File: src/rtl/spi_pkg.sv
// Shared definitions for the SPI transfer sequencer: FSM state encoding,
// byte width and the round-robin pointer advance.
package spi_pkg;

   localparam int BYTE_W = 8;

   typedef enum logic [2:0] {
      ST_IDLE,
      ST_SETUP,
      ST_START,
      ST_WAIT_BUSY,
      ST_WAIT_DONE,
      ST_HOLD
   } state_e;

   function automatic int unsigned rr_next(input int unsigned idx, input int unsigned nreq);
      return (idx + 1 >= nreq) ? 0 : idx + 1;
   endfunction

endpackage

File: src/rtl/spi_rr_arbiter.sv
// Combinational round-robin pick: first set request at or after rr_ptr_i,
// wrapping, returned as a one-hot grant plus its index.
module spi_rr_arbiter
   import spi_pkg::*;
#(
   parameter int NREQ  = 2,
   parameter int IDX_W = (NREQ > 2) ? 2 : 1
) (
   input  logic [NREQ-1:0]  req_i,
   input  logic [IDX_W-1:0] rr_ptr_i,
   output logic             any_o,
   output logic [NREQ-1:0]  grant_o,
   output logic [IDX_W-1:0] idx_o
);

   int pos;

   always_comb begin
      any_o   = 1'b0;
      grant_o = '0;
      idx_o   = '0;
      pos     = 0;
      for (int i = 0; i < NREQ; i++) begin
         pos = int'(rr_ptr_i) + i;
         if (pos >= NREQ) pos = pos - NREQ;
         if (!any_o && req_i[pos]) begin
            any_o        = 1'b1;
            grant_o[pos] = 1'b1;
            idx_o        = IDX_W'(pos);
         end
      end
   end

endmodule

File: src/rtl/spi_xfer_sequencer.sv
// Shares one 8-bit SPI master driver between NREQ requesters: round-robin grant,
// one chip-select window per burst of len+1 bytes, TX/RX byte hand-off per byte.
module spi_xfer_sequencer
   import spi_pkg::*;
#(
   parameter int NREQ     = 2,
   parameter int LEN_W    = 4,
   parameter int CS_SETUP = 2,
   parameter int CS_HOLD  = 2,
   parameter int START_TO = 4
) (
   input  logic                    clk_i,
   input  logic                    rst_n_i,
   input  logic [NREQ-1:0]         req_i,
   input  logic [NREQ*LEN_W-1:0]   len_bi,
   input  logic [NREQ*BYTE_W-1:0]  tx_data_bi,
   output logic [NREQ-1:0]         tx_ack_o,
   output logic [BYTE_W-1:0]       rx_data_bo,
   output logic [NREQ-1:0]         rx_valid_o,
   output logic [NREQ-1:0]         done_o,
   output logic [NREQ-1:0]         err_o,
   output logic [NREQ-1:0]         grant_bo,
   output logic                    drv_start_o,
   output logic [BYTE_W-1:0]       drv_data_bo,
   input  logic                    drv_busy_i,
   input  logic [BYTE_W-1:0]       drv_data_bi,
   output logic                    drv_cs_o,
   output logic [NREQ-1:0]         spi_cs_n_bo
);

   localparam int IDX_W = (NREQ > 2) ? 2 : 1;
   localparam int TMR_W = 8;

   state_e              state_q;
   logic [IDX_W-1:0]    rr_ptr_q;
   logic [IDX_W-1:0]    idx_q;
   logic [LEN_W-1:0]    cnt_q;
   logic [TMR_W-1:0]    tmr_q;
   logic                err_seen_q;
   logic [NREQ-1:0]     tx_ack_q;
   logic [BYTE_W-1:0]   rx_data_q;
   logic [NREQ-1:0]     rx_valid_q;
   logic [NREQ-1:0]     done_q;
   logic [NREQ-1:0]     err_q;
   logic [NREQ-1:0]     grant_q;
   logic                drv_start_q;
   logic [BYTE_W-1:0]   drv_data_q;
   logic                drv_cs_q;
   logic [NREQ-1:0]     cs_n_q;

   logic                arb_any;
   logic [NREQ-1:0]     arb_grant;
   logic [IDX_W-1:0]    arb_idx;
   logic [BYTE_W-1:0]   tx_sel;

   spi_rr_arbiter #(
      .NREQ  (NREQ),
      .IDX_W (IDX_W)
   ) u_arb (
      .req_i    (req_i),
      .rr_ptr_i (rr_ptr_q),
      .any_o    (arb_any),
      .grant_o  (arb_grant),
      .idx_o    (arb_idx)
   );

   assign tx_sel = tx_data_bi[idx_q*BYTE_W +: BYTE_W];

   always_ff @(posedge clk_i or negedge rst_n_i) begin
      if (!rst_n_i) begin
         state_q     <= ST_IDLE;
         rr_ptr_q    <= '0;
         idx_q       <= '0;
         cnt_q       <= '0;
         tmr_q       <= '0;
         err_seen_q  <= 1'b0;
         tx_ack_q    <= '0;
         rx_data_q   <= '0;
         rx_valid_q  <= '0;
         done_q      <= '0;
         err_q       <= '0;
         grant_q     <= '0;
         drv_start_q <= 1'b0;
         drv_data_q  <= '0;
         drv_cs_q    <= 1'b1;
         cs_n_q      <= '1;
      end else begin
         tx_ack_q    <= '0;
         rx_valid_q  <= '0;
         done_q      <= '0;
         err_q       <= '0;
         drv_start_q <= 1'b0;
         case (state_q)
            ST_IDLE: begin
               if (arb_any) begin
                  idx_q      <= arb_idx;
                  cnt_q      <= len_bi[arb_idx*LEN_W +: LEN_W];
                  grant_q    <= arb_grant;
                  cs_n_q     <= ~arb_grant;
                  drv_cs_q   <= 1'b0;
                  tmr_q      <= '0;
                  err_seen_q <= 1'b0;
                  state_q    <= ST_SETUP;
               end
            end
            // Start is issued on the edge leaving SETUP so CS_n leads it by exactly CS_SETUP.
            ST_SETUP: begin
               if (tmr_q == TMR_W'(CS_SETUP - 1)) begin
                  drv_data_q      <= tx_sel;
                  drv_start_q     <= 1'b1;
                  tx_ack_q[idx_q] <= 1'b1;
                  state_q         <= ST_START;
               end else begin
                  tmr_q <= tmr_q + 1'b1;
               end
            end
            ST_START: begin
               tmr_q   <= '0;
               state_q <= ST_WAIT_BUSY;
            end
            ST_WAIT_BUSY: begin
               if (drv_busy_i) begin
                  state_q <= ST_WAIT_DONE;
               end else if (tmr_q == TMR_W'(START_TO - 1)) begin
                  err_q[idx_q] <= 1'b1;
                  err_seen_q   <= 1'b1;
                  tmr_q        <= '0;
                  state_q      <= ST_HOLD;
               end else begin
                  tmr_q <= tmr_q + 1'b1;
               end
            end
            ST_WAIT_DONE: begin
               if (!drv_busy_i) begin
                  rx_data_q         <= drv_data_bi;
                  rx_valid_q[idx_q] <= 1'b1;
                  if (cnt_q == '0) begin
                     tmr_q   <= '0;
                     state_q <= ST_HOLD;
                  end else begin
                     cnt_q           <= cnt_q - 1'b1;
                     drv_data_q      <= tx_sel;
                     drv_start_q     <= 1'b1;
                     tx_ack_q[idx_q] <= 1'b1;
                     state_q         <= ST_START;
                  end
               end
            end
            ST_HOLD: begin
               if (tmr_q == TMR_W'(CS_HOLD - 1)) begin
                  cs_n_q   <= '1;
                  drv_cs_q <= 1'b1;
                  grant_q  <= '0;
                  if (!err_seen_q) done_q[idx_q] <= 1'b1;
                  rr_ptr_q <= IDX_W'(rr_next(32'(idx_q), NREQ));
                  state_q  <= ST_IDLE;
               end else begin
                  tmr_q <= tmr_q + 1'b1;
               end
            end
            default: state_q <= ST_IDLE;
         endcase
      end
   end

   assign tx_ack_o    = tx_ack_q;
   assign rx_data_bo  = rx_data_q;
   assign rx_valid_o  = rx_valid_q;
   assign done_o      = done_q;
   assign err_o       = err_q;
   assign grant_bo    = grant_q;
   assign drv_start_o = drv_start_q;
   assign drv_data_bo = drv_data_q;
   assign drv_cs_o    = drv_cs_q;
   assign spi_cs_n_bo = cs_n_q;

endmodule

File: config.mk
export PLATFORM = sky130hd
export DESIGN_NAME = spi_xfer_sequencer
export DESIGN_NICKNAME = d
export VERILOG_FILES = /design/src/rtl/spi_pkg.sv /design/src/rtl/spi_rr_arbiter.sv /design/src/rtl/spi_xfer_sequencer.sv
export SDC_FILE = /design/constraint.sdc
export NUM_CORES = 1
export LEC_CHECK = 0
export BUFFER_PORTS_ARGS = -buffer_cell sky130_fd_sc_hd__buf_4
export CAP_MARGIN = 0
export CORE_MARGIN = 2
export CORE_UTILIZATION = 34
export CTS_CLUSTER_DIAMETER = 150
export DETAILED_ROUTE_END_ITERATION = 6
export PLACE_DENSITY = 0.6
export REMOVE_ABC_BUFFERS = 1
export SYNTH_ARGS = -nofsm -noshare
export SYNTH_HDL_FRONTEND = slang
export SYNTH_SLANG_ARGS = --single-unit
File: constraint.sdc
create_clock -name clk_i -period 1.7 [get_ports clk_i]
set_input_delay 0.085 -clock clk_i [delete_from_list [all_inputs] [get_ports clk_i]]
set_output_delay 0.085 -clock clk_i [all_outputs]
set_load 0.02 [all_outputs]
== Word-level counts from Yosys, hierarchy flattened ==
Index checks and enable logic that the tools add are counted.

* Add/sub/neg operators: 6
* $mul: 0
* Divide/modulo/power cells: 0
* Magnitude comparators: 9
* Equality and inequality tests: 17
* Shift operators: 2
* Mux-type cells: 72
* Bitwise logic cells: 3
* Reduce and logical (&&, ||, !) cells: 22

{| class="wikitable"
|+ Operators with widths
! cell !! number
|-
| two-way mux 8 bit || 9
|-
| greater-or-equal comparator 32 x 1 -> 1 bit (second input constant) || 2
|-
| < comparator 32 x 3 -> 1 bit (second input constant) || 2
|-
| two-way mux 32 bit || 2
|-
| one-hot mux 8 bit (5 select lines) || 1
|-
| two-way mux 2 bit || 17
|-
| greater-or-equal comparator 32 x 3 -> 1 bit (second input constant) || 1
|-
| subtractor 32 x 3 -> 32 bit (second input constant) || 1
|-
| two-way mux 1 bit || 21
|-
| two-way mux 3 bit || 7
|-
| inequality test 2 bit (second input constant) || 9
|-
| one-hot mux 3 bit (6 select lines) || 1
|-
| one-hot mux 8 bit (2 select lines) || 1
|-
| variable part select 16 x 5 -> 8 bit || 1
|-
| two-way mux 4 bit || 3
|-
| one-hot mux 2 bit (2 select lines) || 3
|-
| AND reduction 4 bit || 3
|-
| adder 8 x 1 -> 8 bit (second input constant) || 1
|-
| == test 8 x 1 -> 1 bit (second input constant) || 1
|-
| == test 8 x 2 -> 1 bit (second input constant) || 1
|-
| one-hot mux 4 bit (2 select lines) || 1
|-
| nonzero test 2 bit || 4
|-
| variable part select 8 x 4 -> 4 bit || 1
|-
| == test 3 x 2 -> 1 bit (second input constant) || 2
|-
| other kinds (25) || 36
|}

* Register bits after elaboration: 48
* Latch bits: 0
* Bits in writable memories: 0
* Memory bits (read-only): 0
* Output and inout port bits: 30
* Logic and storage cells: 147
* Memories: 0

== Logic depth before layout (Yosys ltp) ==
Gate-level depths: netlist of the first run.

* Depth after elaboration: 12
* Depth in mapped cells: 8
* Gate-level depth less buffers: 7

== By module ==
Synthesis of the first run repeated with hierarchy kept, for this count alone.

* Cells, all modules: 215
* Area total of the unflattened synthesis: 2441.1 µm²

{| class="wikitable"
|+ Modules (own cells, without submodules)
! module !! times used !! cells each !! area each (µm²) !! seq. area each (µm²)
|-
| spi_xfer_sequencer || 1 || 210 || 2408.6 || 1204.9
|-
| spi_rr_arbiter || 1 || 5 || 32.5 || 0.0
|}

== Worst setup path before layout of the first run ==
Ideal clock, no wire load.

* Kind: reg-to-reg
* Start point: register cnt_q[0]
* End point: register tmr_q[6]
* Library setup time: 0.132 ns
* Arrival time: 1.752 ns
* Data required time: 1.568 ns
* Path slack: -0.185 ns
* Cell stages (with the launch flop): 9
* Period minus slack after synthesis: 1.885 ns
* Cell sequence: dfrtp_1 inv_1 ha_1 or3b_1 a2bb2oi_2 and2_0 clkbuf_2 o21ai_0 o41ai_2

* Longest elaborated chain between the ends: 3

{| class="wikitable"
|+ RTL lines
! element !! RTL line !! RTL
|-
| from (decl) || spi_xfer_sequencer.sv:37 || <nowiki>logic [LEN_W-1:0] cnt_q;</nowiki>
|-
| from (signal assigned) || spi_xfer_sequencer.sv:97 || <nowiki>cnt_q <= len_bi[arb_idx*LEN_W +: LEN_W];</nowiki>
|-
| from (signal assigned) || spi_xfer_sequencer.sv:141 || <nowiki>cnt_q <= cnt_q - 1'b1;</nowiki>
|-
| logical NOT 4 bit || spi_xfer_sequencer.sv:137 || <nowiki>if (cnt_q == '0) begin</nowiki>
|-
| inequality test 2 bit (no source line) || - ||
|-
| AND reduction 6 bit (no source line) || - ||
|-
| to (signal assigned) || spi_xfer_sequencer.sv:114 || <nowiki>tmr_q <= tmr_q + 1'b1;</nowiki>
|-
| to (signal assigned) || spi_xfer_sequencer.sv:130 || <nowiki>tmr_q <= tmr_q + 1'b1;</nowiki>
|-
| to (signal assigned) || spi_xfer_sequencer.sv:158 || <nowiki>tmr_q <= tmr_q + 1'b1;</nowiki>
|-
| to (decl) || spi_xfer_sequencer.sv:38 || <nowiki>logic [TMR_W-1:0] tmr_q;</nowiki>
|}

No other way between the ends.
A chain may end at the register's enable or synchronous reset.

== Final worst setup path of the first run ==
* Start point: register cnt_q[0]
* End point: register tmr_q[7]

Same word-level chain as after synthesis.

==> impl_metrics.tcl, run 1 <==
set metrics [dict create \
    io_buffers 66 \
    fin_tns_setup_ns -0.5961 \
    ant_nets 0 \
    grt_pass1_vias 1913 \
    cts_tree "built" \
    status "complete, but fails checks" \
    power_leakage_nw 1.725 \
    layout_setup_ws_ns -0.06248 \
    dieArea_um2 7654 \
    wirelength_um 5490 \
    overflow 0 \
    hold_path.class "primary input to register" \
    ir_worst_vdd_uv 699.4 \
    cts.path.max_buffers 2 \
    regToRegSetupSlack_ns -0.06 \
    yosysSeqAreaShare 0.5084 \
    fin_nets 368 \
    grt_max_degree 49 \
    rows 30 \
    first_iter_violations 79 \
    syn_area_um2 2370 \
    fin_skew_ns 0.003062 \
    fillers 619 \
    min_period_ns 1.762 \
    ys_ff_latch 48 \
    holdPathStages 2 \
    relSlewSlack 0.5881 \
    avgViaCountPerCell 5.010 \
    p_per_area_nw_per_um2 1739 \
    cp-end-kind "register" \
    drc_errors 0 \
    dp_hpwl_um 3837 \
    io_pins 67 \
    gp_congestion 0.8324 \
    wire_per_inst_um 13.42 \
    synthArstFlopShare 1.000 \
    cts_buffers 5 \
    path_max_fanout 8 \
    arrival_ns 1.95 \
    report.final.setup_viol 18 \
    cp-start-kind "register" \
    area_growth_pct 49.31 \
    drive_gt1_frac 0.5046 \
    diodes 0 \
    ys_warn_count 0 \
    grt_pass1_wl_um 8859 \
    root_buffer "clkbuf_8" \
    min-delay-start "drv_data_bi[4]" \
    worstSetupPathType "register to register" \
    ctsHtreeMaxLevel 2 \
    r2r_cells 7 \
    fmax_mhz 567.4 \
    core-area_um2 6756 \
    vias 2049 \
    clk_latency_ns 0.30 \
    hold_end "rx_data_bo[4]" \
    rsz0062_at_grt "yes" \
    chipHeight_um 87.49 \
    synth_ff_type "dfrtp_1" \
    r2r_start "cnt_q[0]" \
    die_x_um 87.49 \
    slew_violations 0 \
    clk_pin_slew_ns 0.09 \
    tightest_slew_ns 0.6178 \
    antenna_found_initial 0 \
    cp.required_ns 1.89 \
    power_mw 6.153 \
    drt_pass1_iterations 5 \
    start_util 0.3507 \
    postSynthCellCount 220 \
    synth_edf_count 0 \
    grt_usage 0.1495 \
    drv_cap 0 \
    worst_r2r_endpoint "tmr_q[7]" \
    clock-sinks 48 \
    synth.distinct_cells 51 \
    timing.final.crit_share 1.037 \
    finalHoldViolCount 0 \
    violations "negative setup slack" \
    syn_avg_cell_area_um2 10.77 \
]
[timing repair]
| item | CTS | global route |
|---|---|---|
| hold endpoints to repair | 45 | 0 |
| setup buffers | 5 | 5 |
| pin swaps | 11 | 1 |
| hold buffers | 1 | 0 |
| setup endpoints to repair | 33 | 38 |
| resized for setup | 43 | 8 |
[routing by layer]
layer | global-route usage | up-vias | routed length (um)
li1 | - | 1005 | -
met3 | 0.03697 | 4 | 345
met4 | 0.05455 | 0 | 75
met1 | 0.1906 | 976 | 2454
met5 | 0 | - | 0
met2 | 0.2452 | 64 | 2614
[worst max-delay path: stages, from the launching register on]
cell	delay (ns)
dfrtp_1	0.40
inv_2	0.09
ha_4	0.13
or3b_4	0.40
a2bb2oi_4	0.17
and2_4	0.21
o21ai_1	0.17
o41ai_2	0.09
[Yosys cell counts, types with 2 or more instances]
cell,number,area (um2)
a211oi_1,2,15.01
a21oi_1,6,30.03
a21oi_4,2,32.53
a2bb2oi_2,2,30.03
and3_1,4,25.02
and4_1,2,17.52
buf_2,4,20.02
clkbuf_1,3,11.26
dfrtp_1,45,1126
dfstp_2,3,78.83
ha_1,3,37.54
inv_1,9,33.78
mux2_2,10,112.6
mux2i_1,12,120.1
nand2_1,23,86.33
nand2b_1,2,12.51
nand3_1,6,30.03
nor2_1,13,48.80
nor2b_1,3,18.77
nor3_1,7,35.03
nor3b_1,2,15.01
o21a_1,3,22.52
o21ai_0,21,105.1
o31ai_1,2,15.01
o41ai_2,3,48.80
or3b_1,2,17.52
xnor2_1,2,17.52
[kinds of logic (layout without fill, tap and decap cells)]
kind of cell,Yosys count,count (layout),share of synthesized area
xor gates and xnor gates,2,2,0.007393
buffers and inverters,19,128,0.03748
adders and majority gates,3,3,0.01584
AOI/OAI and AO/OA,55,55,0.1758
DFF,48,48,0.5084
and+or+nand+nor,71,71,0.1568
muxes,22,22,0.09821
[metrics by stage]
stage | cell area (um2) | utilization | hold slack, ns | cells | worst slack [ns]
3_5_place_dp | 3178 | 0.4704 | 0.1486 | 390 | -0.3179
3_3_place_gp | 3178 | 0.4704 | 0.1508 | 390 | -0.2667
2_1_floorplan | 2315 | - | -0.2106 | 210 | -0.1565
5_1_grt | 3538 | 0.5237 | 0.007032 | 409 | -0.1483
6_report | 3538 | 0.5237 | 0.01318 | 409 | -0.06248
4_1_cts | 3478 | 0.5148 | 0.002397 | 404 | -0.06140
[flip-flops by register name (all words and copies together) (netlist names), 2 cells and up]
signal	cells
drv_data_bo	8
rx_data_bo	8
tmr_q	8
cnt_q	4
state_q	3
done_o	2
err_o	2
grant_bo	2
rx_valid_o	2
spi_cs_n_bo	2
tx_ack_o	2
[report_power, final]
group / total [mW] / internal [mW] / switching, mW
Combinational: 3.33 / 1.68 / 1.64
Sequential: 1.86 / 1.59 / 0.267
Clock: 0.970 / 0.588 / 0.382
[how the worst max path moves through the flow]
| stage | to | from | slack, ns | depth (start not counted) |
|---|---|---|---|---|
| 2_1_floorplan | tmr_q[6] | cnt_q[0] | -0.16 | 7 |
| 3_3_place_gp | tmr_q[7] | cnt_q[0] | -0.27 | 7 |
| 3_5_place_dp | tmr_q[1] | cnt_q[0] | -0.32 | 7 |
| 4_1_cts | tmr_q[7] | cnt_q[0] | -0.06 | 7 |
| 5_1_grt | tmr_q[7] | cnt_q[0] | -0.15 | 7 |
| 6_report | tmr_q[7] | cnt_q[0] | -0.06 | 7 |
[placed cells by master (no fill, tap or decap), types with 5 or more instances in the layout]
cell type	netlist	routed
buf_4	1	106
dfrtp_1	45	44
nand2_1	23	21
o21ai_1	1	14
nor2_1	13	12
mux2i_1	12	12
mux2_2	10	10
nor3_1	7	6
inv_1	9	6
o21ai_2	1	6
a21oi_1	6	6
clkbuf_8	0	5
[area by class of cell]
type / count / area [um2] / area share
clock inverter: 2 / 60.06 / 0.01697
tap: 80 / 100.1 / 0.02829
clock buffer: 6 / 72.57 / 0.02051
multi-input combinational: 153 / 1197 / 0.3384
timing repair buffer: 111 / 868.3 / 0.2454
inverter: 9 / 33.78 / 0.009547
sequential: 48 / 1206 / 0.3409
Note: power is estimated with default switching activity, not from simulation.
==> run 2: changes to the inputs <==
--- a/config.mk
+++ b/config.mk
@@ -9,10 +9,10 @@
 export CAP_MARGIN = 0
 export CORE_MARGIN = 2
 export CORE_UTILIZATION = 34
-export CTS_CLUSTER_DIAMETER = 150
+export CTS_CLUSTER_DIAMETER = 40
 export DETAILED_ROUTE_END_ITERATION = 6
-export PLACE_DENSITY = 0.6
 export REMOVE_ABC_BUFFERS = 1
 export SYNTH_ARGS = -nofsm -noshare
 export SYNTH_HDL_FRONTEND = slang
+export SYNTH_HIERARCHICAL = 1
 export SYNTH_SLANG_ARGS = --single-unit
==> run 2 against run 1 <==
Against the previous run:
- critical path depth stayed put
- first-iteration DRC count is 27% lower
- final cell count is 6.1% higher
- sequential share of layout area is 1.8 points lower
- the flow still finishes with violations (negative setup slack)
- highest routed layer unchanged
- fmax is 4.6% lower
- clock power is 24% lower
- sequential cell count stayed put
- worst hold slack hardly changed
- non-clock buffer count is 13 higher
==> impl_metrics.tcl, run 2 <==
set metrics [dict create \
    status "complete, but fails checks" \
    violations "negative setup slack" \
    layout_setup_ws_ns -0.1466 \
    io_buffers 66 \
    path_max_fanout 5 \
    relSlewSlack 0.6025 \
    synth_ff_type "dfrtp_1" \
    grt_usage 0.1597 \
    cts_buffers 5 \
    ctsHtreeMaxLevel 2 \
    hold_path.class "primary input to register" \
    drv_cap 0 \
    synthTopCellsByArea "dfrtp_1 46%, mux2_2 8.3%, mux2_4 4.3%, dfstp_2 3.2%, o31ai_1 2.2%" \
    worstSetupPathType "register to register" \
    multi_input_area_um2 1308 \
    antenna_found_initial 0 \
    fin_skew_ns 0.005313 \
    synth_edf_count 0 \
    wl_met1_um 2676 \
    ant_nets 0 \
    clk_latency_ns 0.31 \
    area_growth_pct 53.10 \
    route.met3.wl_um 257 \
    grt_max_degree 49 \
    first_iter_violations 58 \
    cp-start-kind "register" \
    cts.path.max_buffers 2 \
    clock-sinks 48 \
    r2r_start "cnt_q[0]" \
    hold_end "rx_data_bo[2]" \
    highest-signal-layer "met4" \
    synthArstFlopShare 1.000 \
    ir_worst_vdd_uv 711.9 \
    report.final.setup_viol 20 \
    arrival_ns 2.04 \
    synth_compound_area_frac 0.1343 \
    min-delay-start "drv_data_bi[2]" \
    power_mw 6.086 \
    fin_tns_setup_ns -2.056 \
    drive_gt1_frac 0.5562 \
    ys_warn_count 6 \
    root_buffer "clkbuf_8" \
    slew_violations 0 \
    synth.distinct_cells 53 \
    gp_congestion 0.7898 \
    vias 2115 \
    holdPathStages 2 \
    final_cells 434 \
    fillers 613 \
    synth_top_cell_area_share 0.4613 \
    p_per_area_nw_per_um2 1629 \
    dp_hpwl_um 4342 \
    core-area_um2 6869 \
    clk_pin_slew_ns 0.09 \
    ys_ff_latch 48 \
    final_core_util 0.5441 \
    worst_r2r_endpoint "drv_data_bo[7]" \
    yosysTopAreaCell "dfrtp_1" \
    synthMuxAreaShare 0.1425 \
    finalHoldViolCount 0 \
    synth_common_cells "45 x dfrtp_1, 18 x mux2_2, 13 x nand2_1" \
    avgViaCountPerCell 4.873 \
    syn_avg_cell_area_um2 11.35 \
    power_leakage_nw 1.778 \
    diodes 0 \
    start_util 0.3554 \
    yosys.area_share.xor_xnor 0 \
    final_cell_mix "110 x buf_4, 43 x dfrtp_1, 16 x mux2_2" \
    timing.final.crit_share 1.086 \
    syn_area_um2 2441 \
    synth_simple_gate_area_frac 0.1763 \
    synth_top_family_by_area "simple AND/OR/NAND/NOR gates" \
    cp-end-kind "register" \
    wire_per_inst_um 14.38 \
    synth.most_common_cell "dfrtp_1" \
    regToRegSetupSlack_ns -0.15 \
    wirelength_um 6241 \
    rows 30 \
    fin_nets 377 \
    synthAdderAreaFrac 0.01538 \
    dr_wl_met2_um 3252 \
    io_pins 67 \
    min_period_ns 1.847 \
    cp.required_ns 1.90 \
    chipHeight_um 88.73 \
    rsz0062_at_grt "yes" \
    dieArea_um2 7873 \
    drt_pass1_iterations 4 \
    die_x_um 88.73 \
    cts_tree "built" \
    fmax_mhz 541.5 \
    postSynthCellCount 215 \
    grt_pass1_wl_um 9791 \
    final_common_cell "buf_4" \
    yosysSeqAreaShare 0.4936 \
    overflow 0 \
    grt_pass1_vias 2035 \
    drc_errors 0 \
    tightest_slew_ns 0.5962 \
    seqCellArea_um2 1207 \
    dp.cells 410 \
    r2r_cells 7 \
]
[run 2: how the worst max path moves through the flow]
| stage | from | to | cells past startpoint |
|---|---|---|---|
| final | cnt_q[0] | drv_data_bo[7] | 7 |
| after global routing | cnt_q[0] | drv_data_bo[1] | 7 |
| after CTS | cnt_q[1] | drv_data_bo[1] | 7 |
| after detailed placement | cnt_q[1] | drv_data_bo[0] | 7 |
| after global placement | cnt_q[0] | drv_data_bo[0] | 7 |
| after floorplan | cnt_q[0] | drv_data_bo[0] | 6 |
[run 2: worst max-delay path: stages (launching register included)]
cell and delay, ns:
dfrtp_1 0.40, inv_2 0.08, ha_4 0.14, or3b_4 0.38, nand2_2 0.08, a21boi_4 0.21, buf_6 0.16, mux2_4 0.30
[run 2: cell type report]
type,count,area share
multi-input combinational,148,0.3498
sequential,48,0.3231
timing repair buffer,124,0.2591
tap,96,0.03214
clock buffer,6,0.02210
inverter,10,0.01004
clock inverter,2,0.003683
[run 2: metal layers]
| layer | vias to the layer above | track usage |
|---|---|---|
| met3 | 5 | 0.03358 |
| met2 | 56 | 0.2612 |
| met1 | 1015 | 0.2153 |
| met5 | - | 0 |
| met4 | 0 | 0.04270 |
| li1 | 1039 | - |
[run 2: cells by family after synthesis]
kind of cell | after synthesis
fa+ha+maj | 3
mux | 29
buf+inv | 20
simple gates | 67
compound gates | 48
flops | 48
[run 2: repair_timing]
item | CTS | global route
hold endpoints to repair | 51 | 0
cloned | 2 | 0
resized for setup | 27 | 21
hold buffers | 7 | 0
buffers inserted | 5 | 3
pin swaps | 11 | 5
endpoints found under the setup margin | 24 | 26
[run 2: per-stage QoR]
step / area, um2 / hold slack, ns / setup slack [ns]
global placement: 3324 / 0.1370 / -0.2722
detailed placement: 3324 / 0.1387 / -0.3230
global route: 3737 / 0.01107 / -0.2116
finish: 3737 / 0.01315 / -0.1466
floorplan: 2386 / -0.2106 / -0.7884
CTS: 3642 / 0.005281 / -0.1743
[run 2: power by group]
part | internal [mW] | leakage (nW) | switching (mW)
sequential | 1.59 | 0.607 | 0.313
clock | 0.333 | 0.0516 | 0.407
combinational | 1.86 | 1.12 | 1.59
total | 3.78 | 1.78 | 2.31
==> run 3: changes to the inputs <==
--- a/config.mk
+++ b/config.mk
@@ -5,12 +5,12 @@
 export SDC_FILE = /design/constraint.sdc
 export NUM_CORES = 1
 export LEC_CHECK = 0
-export BUFFER_PORTS_ARGS = -buffer_cell sky130_fd_sc_hd__buf_4
 export CAP_MARGIN = 0
 export CORE_MARGIN = 2
 export CORE_UTILIZATION = 34
 export CTS_CLUSTER_DIAMETER = 40
 export DETAILED_ROUTE_END_ITERATION = 6
+export DONT_BUFFER_PORTS = 1
 export REMOVE_ABC_BUFFERS = 1
 export SYNTH_ARGS = -nofsm -noshare
 export SYNTH_HDL_FRONTEND = slang
==> run 3 against run 2 <==
Against the previous run:
- the flow still finishes with violations (negative setup slack)
- fmax fell by 0.78%
- final cell count decreased by 15%
- sequential cell count did not move
- die area unchanged
- largest power group unchanged
- register-to-register slack about the same
- first-iteration DRC count is 48% higher
==> impl_metrics.tcl, run 3 (synthesis gave the netlist of run 2 again) <==
set metrics [dict create \
    status "complete, but fails checks" \
    violations "negative setup slack" \
    r2r_start "cnt_q[1]" \
    wire_per_inst_um 15.87 \
    gp_congestion 0.8612 \
    cp.required_ns 1.89 \
    cp-end-kind "register" \
    timing.final.crit_share 1.095 \
    start_util 0.3554 \
    io_buffers 0 \
    root_buffer "clkbuf_8" \
    diodes 0 \
    antenna_found_initial 0 \
    avgViaCountPerCell 5.111 \
    rsz0062_at_grt "yes" \
    drv_cap 0 \
    area_growth_pct 34.39 \
    drive_gt1_frac 0.4109 \
    grt_pass1_wl_um 8887 \
    fillers 636 \
    overflow 0 \
    clock-sinks 48 \
    cts.path.max_buffers 2 \
    finalHoldViolCount 0 \
    wirelength_um 5886 \
    dp_hpwl_um 3879 \
    holdPathStages 3 \
    hold_path.class "primary input to register" \
    layout_setup_ws_ns -0.1612 \
    vias 1896 \
    ant_nets 0 \
    grt_pass1_vias 1831 \
    report.final.setup_viol 22 \
    chipHeight_um 88.73 \
    worstSetupPathType "register to register" \
    path_max_fanout 5 \
    min-delay-start "req_i[1]" \
    io_pins 67 \
    r2r_cells 7 \
    min_period_ns 1.861 \
    die_x_um 88.73 \
    final_core_util 0.4776 \
    slew_violations 0 \
    grt_max_degree 49 \
    fmax_mhz 537.3 \
    clk_pin_slew_ns 0.09 \
    hold_end "grant_bo[0]" \
    cp-start-kind "register" \
    drt_pass1_iterations 4 \
    final_cell_mix "47 x buf_4, 43 x dfrtp_1, 13 x nand2_1, 13 x mux2_2, 12 x mux2_4" \
    regToRegSetupSlack_ns -0.16 \
    tightest_slew_ns 0.4661 \
    power_leakage_nw 1.499 \
    final_cells 371 \
    dp.cells 345 \
    cts_tree "built" \
    ir_worst_vdd_uv 927.5 \
    fin_nets 314 \
    rows 30 \
    ctsHtreeMaxLevel 2 \
    fin_skew_ns 0.007947 \
    dieArea_um2 7873 \
    relSlewSlack 0.6892 \
    drc_errors 0 \
    arrival_ns 2.06 \
    clk_latency_ns 0.30 \
    grt_usage 0.1445 \
    final_common_cell "buf_4" \
    p_per_area_nw_per_um2 1724 \
    core-area_um2 6869 \
    cts_buffers 5 \
    first_iter_violations 86 \
    worst_r2r_endpoint "drv_data_bo[3]" \
]
[run 3: per-layer routing]
| layer | routed length [um] | GRT usage |
|---|---|---|
| met5 | 0 | 0 |
| met4 | 38 | 0.03306 |
| met3 | 254 | 0.04011 |
| met2 | 2868 | 0.2137 |
| met1 | 2726 | 0.2101 |
[run 3: final cells by class]
type,instances,area (um2),area share
clock buffer,6,82.58,0.02517
clock inverter,2,38.79,0.01182
inverter,10,37.54,0.01144
multi-input combinational,147,1269,0.3867
sequential,48,1207,0.3680
tap,96,120.1,0.03661
timing repair buffer,62,525.5,0.1602
[run 3: how the worst max path moves through the flow]
stage	from	endpoint	slack (ns)
final	cnt_q[1]	drv_data_bo[3]	-0.16
after global routing	cnt_q[0]	drv_data_bo[0]	-0.24
after CTS	cnt_q[1]	drv_data_bo[3]	-0.16
after detailed placement	cnt_q[0]	drv_data_bo[0]	-0.36
after global placement	cnt_q[0]	drv_data_bo[0]	-0.32
after floorplan	cnt_q[0]	drv_data_bo[0]	-0.79
[run 3: timing repair]
item,in CTS,in global routing
setup endpoints to repair,24,24
gates resized for setup,20,16
hold buffers,11,0
buffers inserted,4,2
cloned,1,0
pin swaps,10,3
hold endpoints to repair,58,0
[run 3: critical path, cell delays in order, from the launching register on]
cell and delay, ns:
dfrtp_1 0.39, inv_1 0.06, ha_2 0.17, or3b_4 0.40, nand2_4 0.08, a21boi_4 0.20
buf_6 0.16, mux2_4 0.30
[run 3: where the power goes]
| part | leakage [nW] | internal, mW | switching [mW] |
|---|---|---|---|
| clock | 0.0614 | 0.481 | 0.396 |
| sequential | 0.607 | 1.59 | 0.720 |
| combinational | 0.832 | 1.43 | 1.04 |
[run 3: per-stage QoR]
stage,power (mW),setup WS [ns],hold WS (ns),setup TNS [ns],cell area (um2)
floorplan,3.476,-0.7884,-0.2106,-8.262,2386
finish,5.657,-0.1612,0.03049,-2.158,3281
CTS,5.536,-0.1587,0.0002695,-2.012,3207
detailed placement,4.338,-0.3579,-0.2095,-4.890,2836
global route,5.998,-0.2414,0.03671,-4.294,3281
global placement,4.320,-0.3201,-0.2096,-4.163,2836
